**config.mk**
```make
export PLATFORM = sky130hd
export DESIGN_NAME = seg7_scan_ctrl
export DESIGN_NICKNAME = d
export VERILOG_FILES = /design/src/rtl/seg7_pkg.sv /design/src/rtl/seg7_scan_ctrl_hex_decode.sv /design/src/rtl/seg7_scan_ctrl.sv
export SDC_FILE = /design/constraint.sdc
export NUM_CORES = 1
export LEC_CHECK = 0
export CORE_UTILIZATION = 61
export DETAILED_ROUTE_END_ITERATION = 8
export PLACE_DENSITY = 0.92
export SLEW_MARGIN = 15
export SYNTH_ARGS = -nofsm -noshare
export SYNTH_HDL_FRONTEND = slang
export SYNTH_HIERARCHICAL = 1
export SYNTH_SLANG_ARGS = --single-unit
```
**constraint.sdc**
```tcl
create_clock -name clk -period 6 [get_ports clk]
set_input_delay 1.2 -clock clk [delete_from_list [all_inputs] [get_ports clk]]
set_output_delay 1.2 -clock clk [all_outputs]
set_load 0.01 [all_outputs]
```
**src/rtl/seg7_pkg.sv**
```systemverilog
// Shared constants for the seven-segment scan controller: register map,
// CTRL layout, scan-state encoding and the hex-to-segment table.
package seg7_pkg;

  localparam int unsigned ADDR_W = 2;
  localparam int unsigned DATA_W = 16;
  localparam int unsigned SEG_W  = 7;
  localparam int unsigned DIG_W  = 4;
  localparam int unsigned NIB_W  = 4;

  localparam logic [ADDR_W-1:0] ADDR_VALUE  = 2'd0;
  localparam logic [ADDR_W-1:0] ADDR_CTRL   = 2'd1;
  localparam logic [ADDR_W-1:0] ADDR_FRAMES = 2'd2;

  localparam int unsigned CTRL_EN_BIT   = 0;
  localparam int unsigned CTRL_MASK_LSB = 4;

  localparam logic [SEG_W-1:0] SEG_BLANK = 7'h7F;
  localparam logic [DIG_W-1:0] DIG_OFF   = 4'hF;

  // Architectural CTRL register contents
  typedef struct packed {
    logic [DIG_W-1:0] mask;
    logic             en;
  } ctrl_t;

  typedef enum logic [1:0] {
    ST_OFF   = 2'd0,
    ST_BLANK = 2'd1,
    ST_SHOW  = 2'd2
  } scan_state_t;

  // Active-low gfedcba patterns, entry 15 first down to entry 0
  localparam logic [15:0][SEG_W-1:0] SEG_TABLE = {
    7'h0E, 7'h06, 7'h21, 7'h46, 7'h03, 7'h08, 7'h10, 7'h00,
    7'h78, 7'h02, 7'h12, 7'h19, 7'h30, 7'h24, 7'h79, 7'h40
  };

endpackage

```
**src/rtl/seg7_scan_ctrl_hex_decode.sv**
```systemverilog
// Hex nibble to active-low seven-segment pattern (purely combinational).
//   nib   : 4-bit hex value
//   seg_c : active-low segments, bit0 = a .. bit6 = g
module seg7_hex_decode
  import seg7_pkg::*;
(
  input  logic [NIB_W-1:0] nib,
  output logic [SEG_W-1:0] seg_c
);

  always_comb begin
    seg_c = SEG_TABLE[nib];
  end

endmodule

```
**src/rtl/seg7_scan_ctrl.sv**
```systemverilog
// Memory-mapped 4-digit seven-segment scan controller.
//   clk, reset        : system clock, synchronous active-high reset
//   wr_en/rd_en/addr  : single-cycle register access strobes and address
//   wr_data/rd_data   : write data in, registered read data out
//   seg               : active-low segment cathodes (bit0 = a)
//   digit             : active-low digit anodes (bit0 = rightmost)
module seg7_scan_ctrl
  import seg7_pkg::*;
#(
  parameter int unsigned REFRESH_DIV  = 100000,
  parameter int unsigned BLANK_CYCLES = 1000
) (
  input  logic              clk,
  input  logic              reset,
  input  logic              wr_en,
  input  logic              rd_en,
  input  logic [ADDR_W-1:0] addr,
  input  logic [DATA_W-1:0] wr_data,
  output logic [DATA_W-1:0] rd_data,
  output logic [SEG_W-1:0]  seg,
  output logic [DIG_W-1:0]  digit
);

  localparam int unsigned CNT_W       = (REFRESH_DIV > 2) ? $clog2(REFRESH_DIV) : 1;
  localparam int unsigned SHOW_CYCLES = REFRESH_DIV - BLANK_CYCLES;
  localparam logic [CNT_W-1:0] BLANK_LAST = CNT_W'(BLANK_CYCLES - 1);
  localparam logic [CNT_W-1:0] SHOW_LAST  = CNT_W'(SHOW_CYCLES - 1);

  logic [DATA_W-1:0] value_q, value_d;
  ctrl_t             ctrl_q, ctrl_d;
  logic [DATA_W-1:0] frames_q, frames_d;
  logic [DATA_W-1:0] rd_data_q, rd_data_d;
  scan_state_t       state_q, state_d;
  logic [CNT_W-1:0]  cnt_q, cnt_d;
  logic [1:0]        idx_q, idx_d;
  logic [DATA_W-1:0] shadow_val_q, shadow_val_d;
  logic [DIG_W-1:0]  shadow_mask_q, shadow_mask_d;
  logic [SEG_W-1:0]  seg_q, seg_d;
  logic [DIG_W-1:0]  digit_q, digit_d;

  logic [DATA_W-1:0] ctrl_rd_c;
  logic [NIB_W-1:0]  cur_nib_c;
  logic [SEG_W-1:0]  dec_seg_c;

  assign rd_data = rd_data_q;
  assign seg     = seg_q;
  assign digit   = digit_q;

  // Bus side: register writes and registered read mux (reads see pre-write values)
  always_comb begin
    value_d   = value_q;
    ctrl_d    = ctrl_q;
    rd_data_d = rd_data_q;
    ctrl_rd_c = {8'h00, ctrl_q.mask, 3'b000, ctrl_q.en};

    if (wr_en) begin
      case (addr)
        ADDR_VALUE: value_d = wr_data;
        ADDR_CTRL: begin
          ctrl_d.en   = wr_data[CTRL_EN_BIT];
          ctrl_d.mask = wr_data[CTRL_MASK_LSB +: DIG_W];
        end
        default: ;
      endcase
    end

    if (rd_en) begin
      case (addr)
        ADDR_VALUE:  rd_data_d = value_q;
        ADDR_CTRL:   rd_data_d = ctrl_rd_c;
        ADDR_FRAMES: rd_data_d = frames_q;
        default:     rd_data_d = '0;
      endcase
    end
  end

  // Scan sequencer; shadows only reload on enable or on the 3->0 wrap
  always_comb begin
    state_d       = state_q;
    cnt_d         = cnt_q;
    idx_d         = idx_q;
    shadow_val_d  = shadow_val_q;
    shadow_mask_d = shadow_mask_q;
    frames_d      = frames_q;

    if (!ctrl_q.en) begin
      state_d = ST_OFF;
      cnt_d   = '0;
      idx_d   = '0;
    end else begin
      case (state_q)
        ST_OFF: begin
          state_d       = ST_BLANK;
          cnt_d         = '0;
          idx_d         = '0;
          shadow_val_d  = value_q;
          shadow_mask_d = ctrl_q.mask;
        end
        ST_BLANK: begin
          if (cnt_q == BLANK_LAST) begin
            cnt_d   = '0;
            state_d = ST_SHOW;
          end else begin
            cnt_d = cnt_q + CNT_W'(1);
          end
        end
        ST_SHOW: begin
          if (cnt_q == SHOW_LAST) begin
            cnt_d   = '0;
            idx_d   = idx_q + 2'd1;
            state_d = ST_BLANK;
            if (idx_q == 2'd3) begin
              shadow_val_d  = value_q;
              shadow_mask_d = ctrl_q.mask;
              frames_d      = frames_q + 16'd1;
            end
          end else begin
            cnt_d = cnt_q + CNT_W'(1);
          end
        end
        default: begin
          state_d = ST_OFF;
          cnt_d   = '0;
          idx_d   = '0;
        end
      endcase
    end
  end

  assign cur_nib_c = shadow_val_q[{idx_q, 2'b00} +: NIB_W];

  seg7_hex_decode u_dec (
    .nib   (cur_nib_c),
    .seg_c (dec_seg_c)
  );

  // Drive pins from the current state; gating on EN blanks the very next edge
  always_comb begin
    seg_d   = SEG_BLANK;
    digit_d = DIG_OFF;
    if (ctrl_q.en && (state_q == ST_SHOW) && shadow_mask_q[idx_q]) begin
      digit_d = ~(DIG_W'(1) << idx_q);
      seg_d   = dec_seg_c;
    end
  end

  always_ff @(posedge clk) begin
    if (reset) begin
      value_q       <= '0;
      ctrl_q        <= '0;
      frames_q      <= '0;
      rd_data_q     <= '0;
      state_q       <= ST_BLANK;
      cnt_q         <= '0;
      idx_q         <= '0;
      shadow_val_q  <= '0;
      shadow_mask_q <= '0;
      seg_q         <= SEG_BLANK;
      digit_q       <= DIG_OFF;
    end else begin
      value_q       <= value_d;
      ctrl_q        <= ctrl_d;
      frames_q      <= frames_d;
      rd_data_q     <= rd_data_d;
      state_q       <= state_d;
      cnt_q         <= cnt_d;
      idx_q         <= idx_d;
      shadow_val_q  <= shadow_val_d;
      shadow_mask_q <= shadow_mask_d;
      seg_q         <= seg_d;
      digit_q       <= digit_d;
    end
  end

endmodule

```
# After elaboration in Yosys (flattened, before gate mapping)
# Memory sizes are Yosys's and may differ from the RTL's. A register that Yosys moved wholly into a read port is not among the register bits.
# Cells that the tools add are included.
# totals
regBits,98
latchBits,0
mem_bits_rw,0
rom_bits,112
inputBits,22
out_inout_bits,27
elab_cells,67
memories,1
# op_classes
add_sub_neg,3
n_mul,0
div,0
magnitude_cmp,1
n_eq_ne,12
n_shift,2
mux,18
n_bitwise,4
n_reduce_logical,14
# memory_table
memory,words,word_bits,rd,rd_ports_with_merged_regs,wr,line,text
(no name shown),16,7,1,1,0,seg7_scan_ctrl_hex_decode.sv:12,seg_c = SEG_TABLE[nib];
# ops
op,count
case mux 16 bit (3 select lines),1
two-way mux 17 bit,2
case mux 17 bit (2 select lines),1
two-way mux 16 bit,2
case mux 16 bit (2 select lines),1
"adder 17 x 1 -> 17 bit, second input constant",1
"== test 17 x 10 -> 1 bit, second input constant",1
"== test 17 bit, second input constant",1
"adder 16 x 1 -> 16 bit, second input constant",1
indexed part select 16 x 5 -> 4 bit,1
AND reduction 2 bit,5
two-way mux 4 bit,2
case mux 4 bit (2 select lines),1
AND reduction 4 bit,2
"== test 2 bit, second input constant",3
two-way mux 2 bit,3
"inequality test 2 bit, second input constant",3
"inequality test 3 bit, second input constant",2
case mux 2 bit (3 select lines),1
"== test 2 x 1 -> 1 bit, second input constant",2
zero test 2 bit,2
NOT 4 bit,1
case mux 2 bit (2 select lines),1
OR reduction 2 bit,2
other kinds (8),12

# Longest topological paths before layout
# depth
ltp_word,5
ltp_mapped,9
mapped_depth_nobuf,7

# Hierarchy
# The synthesis kept the hierarchy.
# modules_own_cells
module,instances,cells_each,area_per_inst_um2
seg7_scan_ctrl,1,498,4466.8
seg7_hex_decode,1,32,275.3

# Worst setup path after synthesis
# OpenSTA, ideal clock, no wires.
# synth_timing
path_type,register -> register
start,register cnt_q[2]
end,register frames_q[15]
setup_ns,0.070
t_arrival_ns,2.642
setup_slack_ns,3.288
stages_incl_launch_ff,8
path_buffers,2
period_less_slack_ns,2.712
path_cell_list,dfxtp_1 > or3b_1 > or4b_1 > buf_2 > or4_1 > buf_2 > or4_1 > a21oi_1
# synth_via
elab_chain_len,2
# synth_rtl
element,line,text
start: declaration,seg7_scan_ctrl.sv:34,"logic [CNT_W-1:0] cnt_q, cnt_d;"
start signal: assignment,seg7_scan_ctrl.sv:166,cnt_q <= cnt_d;
== test 17 bit,seg7_scan_ctrl.sv:108,if (cnt_q == SHOW_LAST) begin
AND reduction 4 bit (no line),--,
end signal: assignment,seg7_scan_ctrl.sv:163,frames_q <= frames_d;
end: declaration,seg7_scan_ctrl.sv:31,"logic [DATA_W-1:0] frames_q, frames_d;"
# Every way passes these cells.
# A chain may end at the register's enable or synchronous reset.

# Final worst setup path
# Same ends and word-level chain as after synthesis.

==> run summary <==
The die is 90.17 um wide. After detailed routing, the number of remaining DRC violations is 0. TritonCTS built the clock tree. The terminus of the critical flop-to-flop path is frames_q[15]. In this run the remaining antenna-violating nets after routing total 0.

The number of post-CTS setup repair buffers was 0. The tools report the global-route usage over all layers as 0.2634. Across the routed clock network, the largest skew measured is 0.007336 ns. The routed length per placed instance is 15.55 um.

STA classifies the critical path endpoint as a flip-flop. The congestion estimate from routability-driven global placement came to 0.8738. The average size of a mapped cell was 8.947 um^2; the number of maximum-capacitance violations was 0. Setup repair after global routing left no endpoint under its margin.

The area of the die is 8131 um^2. The share of post-route cells with drive strength above 1 was 0.06878; the sequential-to-total area share from yosys stat was 0.4433. The tools report the maximum count of clock buffers along a single path as 2.

In this run the critical register-to-register path is launched from cnt_q[2]. Along the worst hold path, the cell count comes to 2. The run gives 0 as the number of failing setup endpoints in the final timing report. The growth of design area from synthesis to finish is 14.83%, and the count of instances resized after the clock tree is built is 0.

The most used flip-flop cell after synthesis was sky130_fd_sc_hd__dfxtp_1. For this run, the number of Yosys warnings is 6. The data required time at the worst endpoint was 6.30 ns.

The cell sitting at the root of the clock tree is a sky130_fd_sc_hd__clkbuf_8. The later-pin clock latency in the skew report is 0.37 ns, and the placeable core region is 7370 um^2. The first global-routing pass estimated 17270 um of wire. The logs give 4742 um^2 for the area of the mapped netlist and 1.874 nW for the leakage dissipation.

The synthesized design spends more area on one cell type than any other, namely sky130_fd_sc_hd__dfxtp_1. Synthesis produced a netlist whose cell count is 530. Fraction of post-synthesis cell area in the top cell type by area: 0.4433.

Summed over all failing endpoints, the final setup total negative slack is 0 ns. The initial core utilization was 0.6435. The worst hold endpoint was value_q[14]. Buffers inserted during clock tree synthesis total 9. The via count of the first global-routing pass was 3722; the number of enable flip-flop cells after synthesis was 0. Worst setup slack for register-to-register paths: 2.93 ns. The most common cell in the synthesized netlist is sky130_fd_sc_hd__dfxtp_1. The tree built by TritonCTS fans out to 105 sinks.

The final layout contains routed wiring with a total length of 10360 um. The run finished with clean final reports. The data arrival time at the worst-slack endpoint was 3.37 ns. Counting I/O delays and the setup requirement, the final critical path takes 3.068 ns. The number of placement rows is 31, and the half-perimeter wire length after detailed placement is 7319 um. The worst hold path begins at value_q[14]. The final layout contains 601 nets. Measured along the y axis, the die boundary spans 90.17 um. In this run the tool buffered the top-level ports with 48 buffer cells.

The path class of the lowest-slack min-delay path was reg2reg. The first routing iteration left 345 violations. Ranked by instance count, the synthesized netlist is headed by sky130_fd_sc_hd__dfxtp_1 (105), sky130_fd_sc_hd__nor2_1 (79), sky130_fd_sc_hd__nand2_1 (56). The tools report the total number of vias as 3865.

The share of async-settable or async-resettable flops after synthesis was 0. The number of antenna repair diodes was 0; the overall power of the completed layout was 0.001219 W. Timing would allow up to 0.3259 GHz. Along the worst path, the maximum fanout reaches 10. In the post-synthesis netlist, the biggest area contributors are sky130_fd_sc_hd__dfxtp_1 (44%), sky130_fd_sc_hd__nor2_1 (6.3%), sky130_fd_sc_hd__mux2i_1 (6.1%). Entering global routing, the biggest net connects 76 pins. The slew at the pin closest to its max-slew limit was 0.9801 ns. After clock tree synthesis, the clock-pin slew on the worst setup and hold paths is 0.10 ns.

The critical path is of the reg2reg type. Total of hold buffers inserted after clock tree synthesis: 0. The count of pins over their slew limit is 0, and the detail-routed via count per cell is 5.803. The final period utilization is 0.5114.

For the final core utilization, the log shows 0.7389. The tools report the startpoint type of the worst setup path as a flip-flop. After global routing the overflow that remains totals 0. The tools report the worst slew slack as a fraction of its limit as 0.3406. The number of hold-slack violations in the final timing report was 0; the worst-case vdd ir drop was 0.0001413 V. The number of antenna violations at the first check in global routing was 0; the count of pins on the block boundary was 49.

The number of different library cells used by synthesis comes to 46. The number of storage elements in the synthesis netlist works out to 105. The number of nets handed over by synthesis was 569. The power density relative to cell area works out to 223.8 nW/um^2.

The logs give 5 for the number of optimization iterations in the first detailed-route pass and 3 for the deepest level of the CTS H-tree. For the worst flop-to-flop path, the logic depth is 5.
## metal layers
layer  track usage  share of wire
met1        0.3059           0.41
met2        0.4701           0.51
met3       0.05668          0.053
met4        0.1048          0.025
met5             0              0
## sequential cells by signal (all words and copies together), names as in the netlist, 4 cells and up
| name | count |
|---|---|
| digit | 4 |
| seg | 7 |
| cnt_q | 17 |
| frames_q | 16 |
| shadow_val_q | 16 |
| shadow_mask_q | 4 |
| rd_data | 16 |
| value_q | 16 |
| ctrl_q | 5 |
## layout make-up
| type | instances | area, um^2 |
|---|---|---|
| Tap cell | 99 | 123.9 |
| Clock inverter | 5 | 63.81 |
| Clock buffer | 11 | 141.4 |
| Multi-Input combinational cell | 382 | 2467 |
| Sequential cell | 105 | 2102 |
| Fill cell | 498 | 1924 |
| Inverter | 13 | 48.80 |
| Timing Repair Buffer | 51 | 498.0 |
## placed cells by master (no fill, tap or decap), types with 3 or more instances in the layout
cell type and instances:
sky130_fd_sc_hd__mux2i_1 29, sky130_fd_sc_hd__o31ai_1 3, sky130_fd_sc_hd__nand2_1 56, sky130_fd_sc_hd__o21ai_0 9, sky130_fd_sc_hd__nor3_1 6, sky130_fd_sc_hd__xor2_1 11
sky130_fd_sc_hd__or3_1 5, sky130_fd_sc_hd__nor2_1 79, sky130_fd_sc_hd__nand3_1 17, sky130_fd_sc_hd__nand4_1 7, sky130_fd_sc_hd__clkbuf_8 10, sky130_fd_sc_hd__nand2b_1 9
sky130_fd_sc_hd__a211oi_1 5, sky130_fd_sc_hd__inv_1 13, sky130_fd_sc_hd__xnor2_1 13, sky130_fd_sc_hd__nor4_1 3, sky130_fd_sc_hd__clkdlybuf4s50_1 47, sky130_fd_sc_hd__or4_1 3
sky130_fd_sc_hd__mux4_2 5, sky130_fd_sc_hd__ha_1 17, sky130_fd_sc_hd__nor2b_1 14, sky130_fd_sc_hd__a21oi_1 45, sky130_fd_sc_hd__and3_1 6, sky130_fd_sc_hd__dfxtp_1 105
sky130_fd_sc_hd__buf_4 3, sky130_fd_sc_hd__mux2_2 12
## per-stage QoR
step,std cells,setup WS (ns),hold slack (ns),area (um^2)
after floorplan,530,3.288,0.4445,4742
after global placement,649,2.759,0.4573,5233
after detailed placement,649,2.616,0.4613,5233
after CTS,665,2.699,0.4754,5438
after global routing,666,2.764,0.5021,5445
final,666,2.932,0.4774,5445
## critical path: stages (launching register included)
cell and delay (ns):
sky130_fd_sc_hd__dfxtp_1 0.42, sky130_fd_sc_hd__or3b_1 0.43, sky130_fd_sc_hd__or4b_1 0.72, sky130_fd_sc_hd__or4_1 0.74, sky130_fd_sc_hd__or4_1 0.53, sky130_fd_sc_hd__a21oi_1 0.15
## power by group
| group | switching [W] | total [W] | internal [W] |
|---|---|---|---|
| Sequential | 0.00000654 | 0.000710 | 0.000704 |
| Clock | 0.000240 | 0.000448 | 0.000207 |
| Combinational | 0.0000328 | 0.0000606 | 0.0000277 |
## cell families after synthesis
| group | synth area share |
|---|---|
| AO/OA/AOI/OAI | 0.09288 |
| XOR/XNOR | 0.04433 |
| adder cells (fa/ha/maj) | 0.04485 |
| buffers and inverters | 0.03720 |
| flip-flops | 0.4433 |
| multiplexers | 0.1190 |
| AND/OR/NAND/NOR | 0.2185 |
## worst max-delay path by stage
stage	start	end	slack [ns]	cells past startpoint
3_3_place_gp	addr[1]	ctrl_q[3]	2.76	5
3_5_place_dp	addr[1]	ctrl_q[3]	2.62	5
6_report	cnt_q[2]	frames_q[15]	2.93	5
4_1_cts	cnt_q[2]	cnt_q[14]	2.70	5
2_1_floorplan	cnt_q[2]	frames_q[15]	3.29	7
5_1_grt	idx_q[0]	frames_q[15]	2.76	6
(Power assumes the default switching activity.)
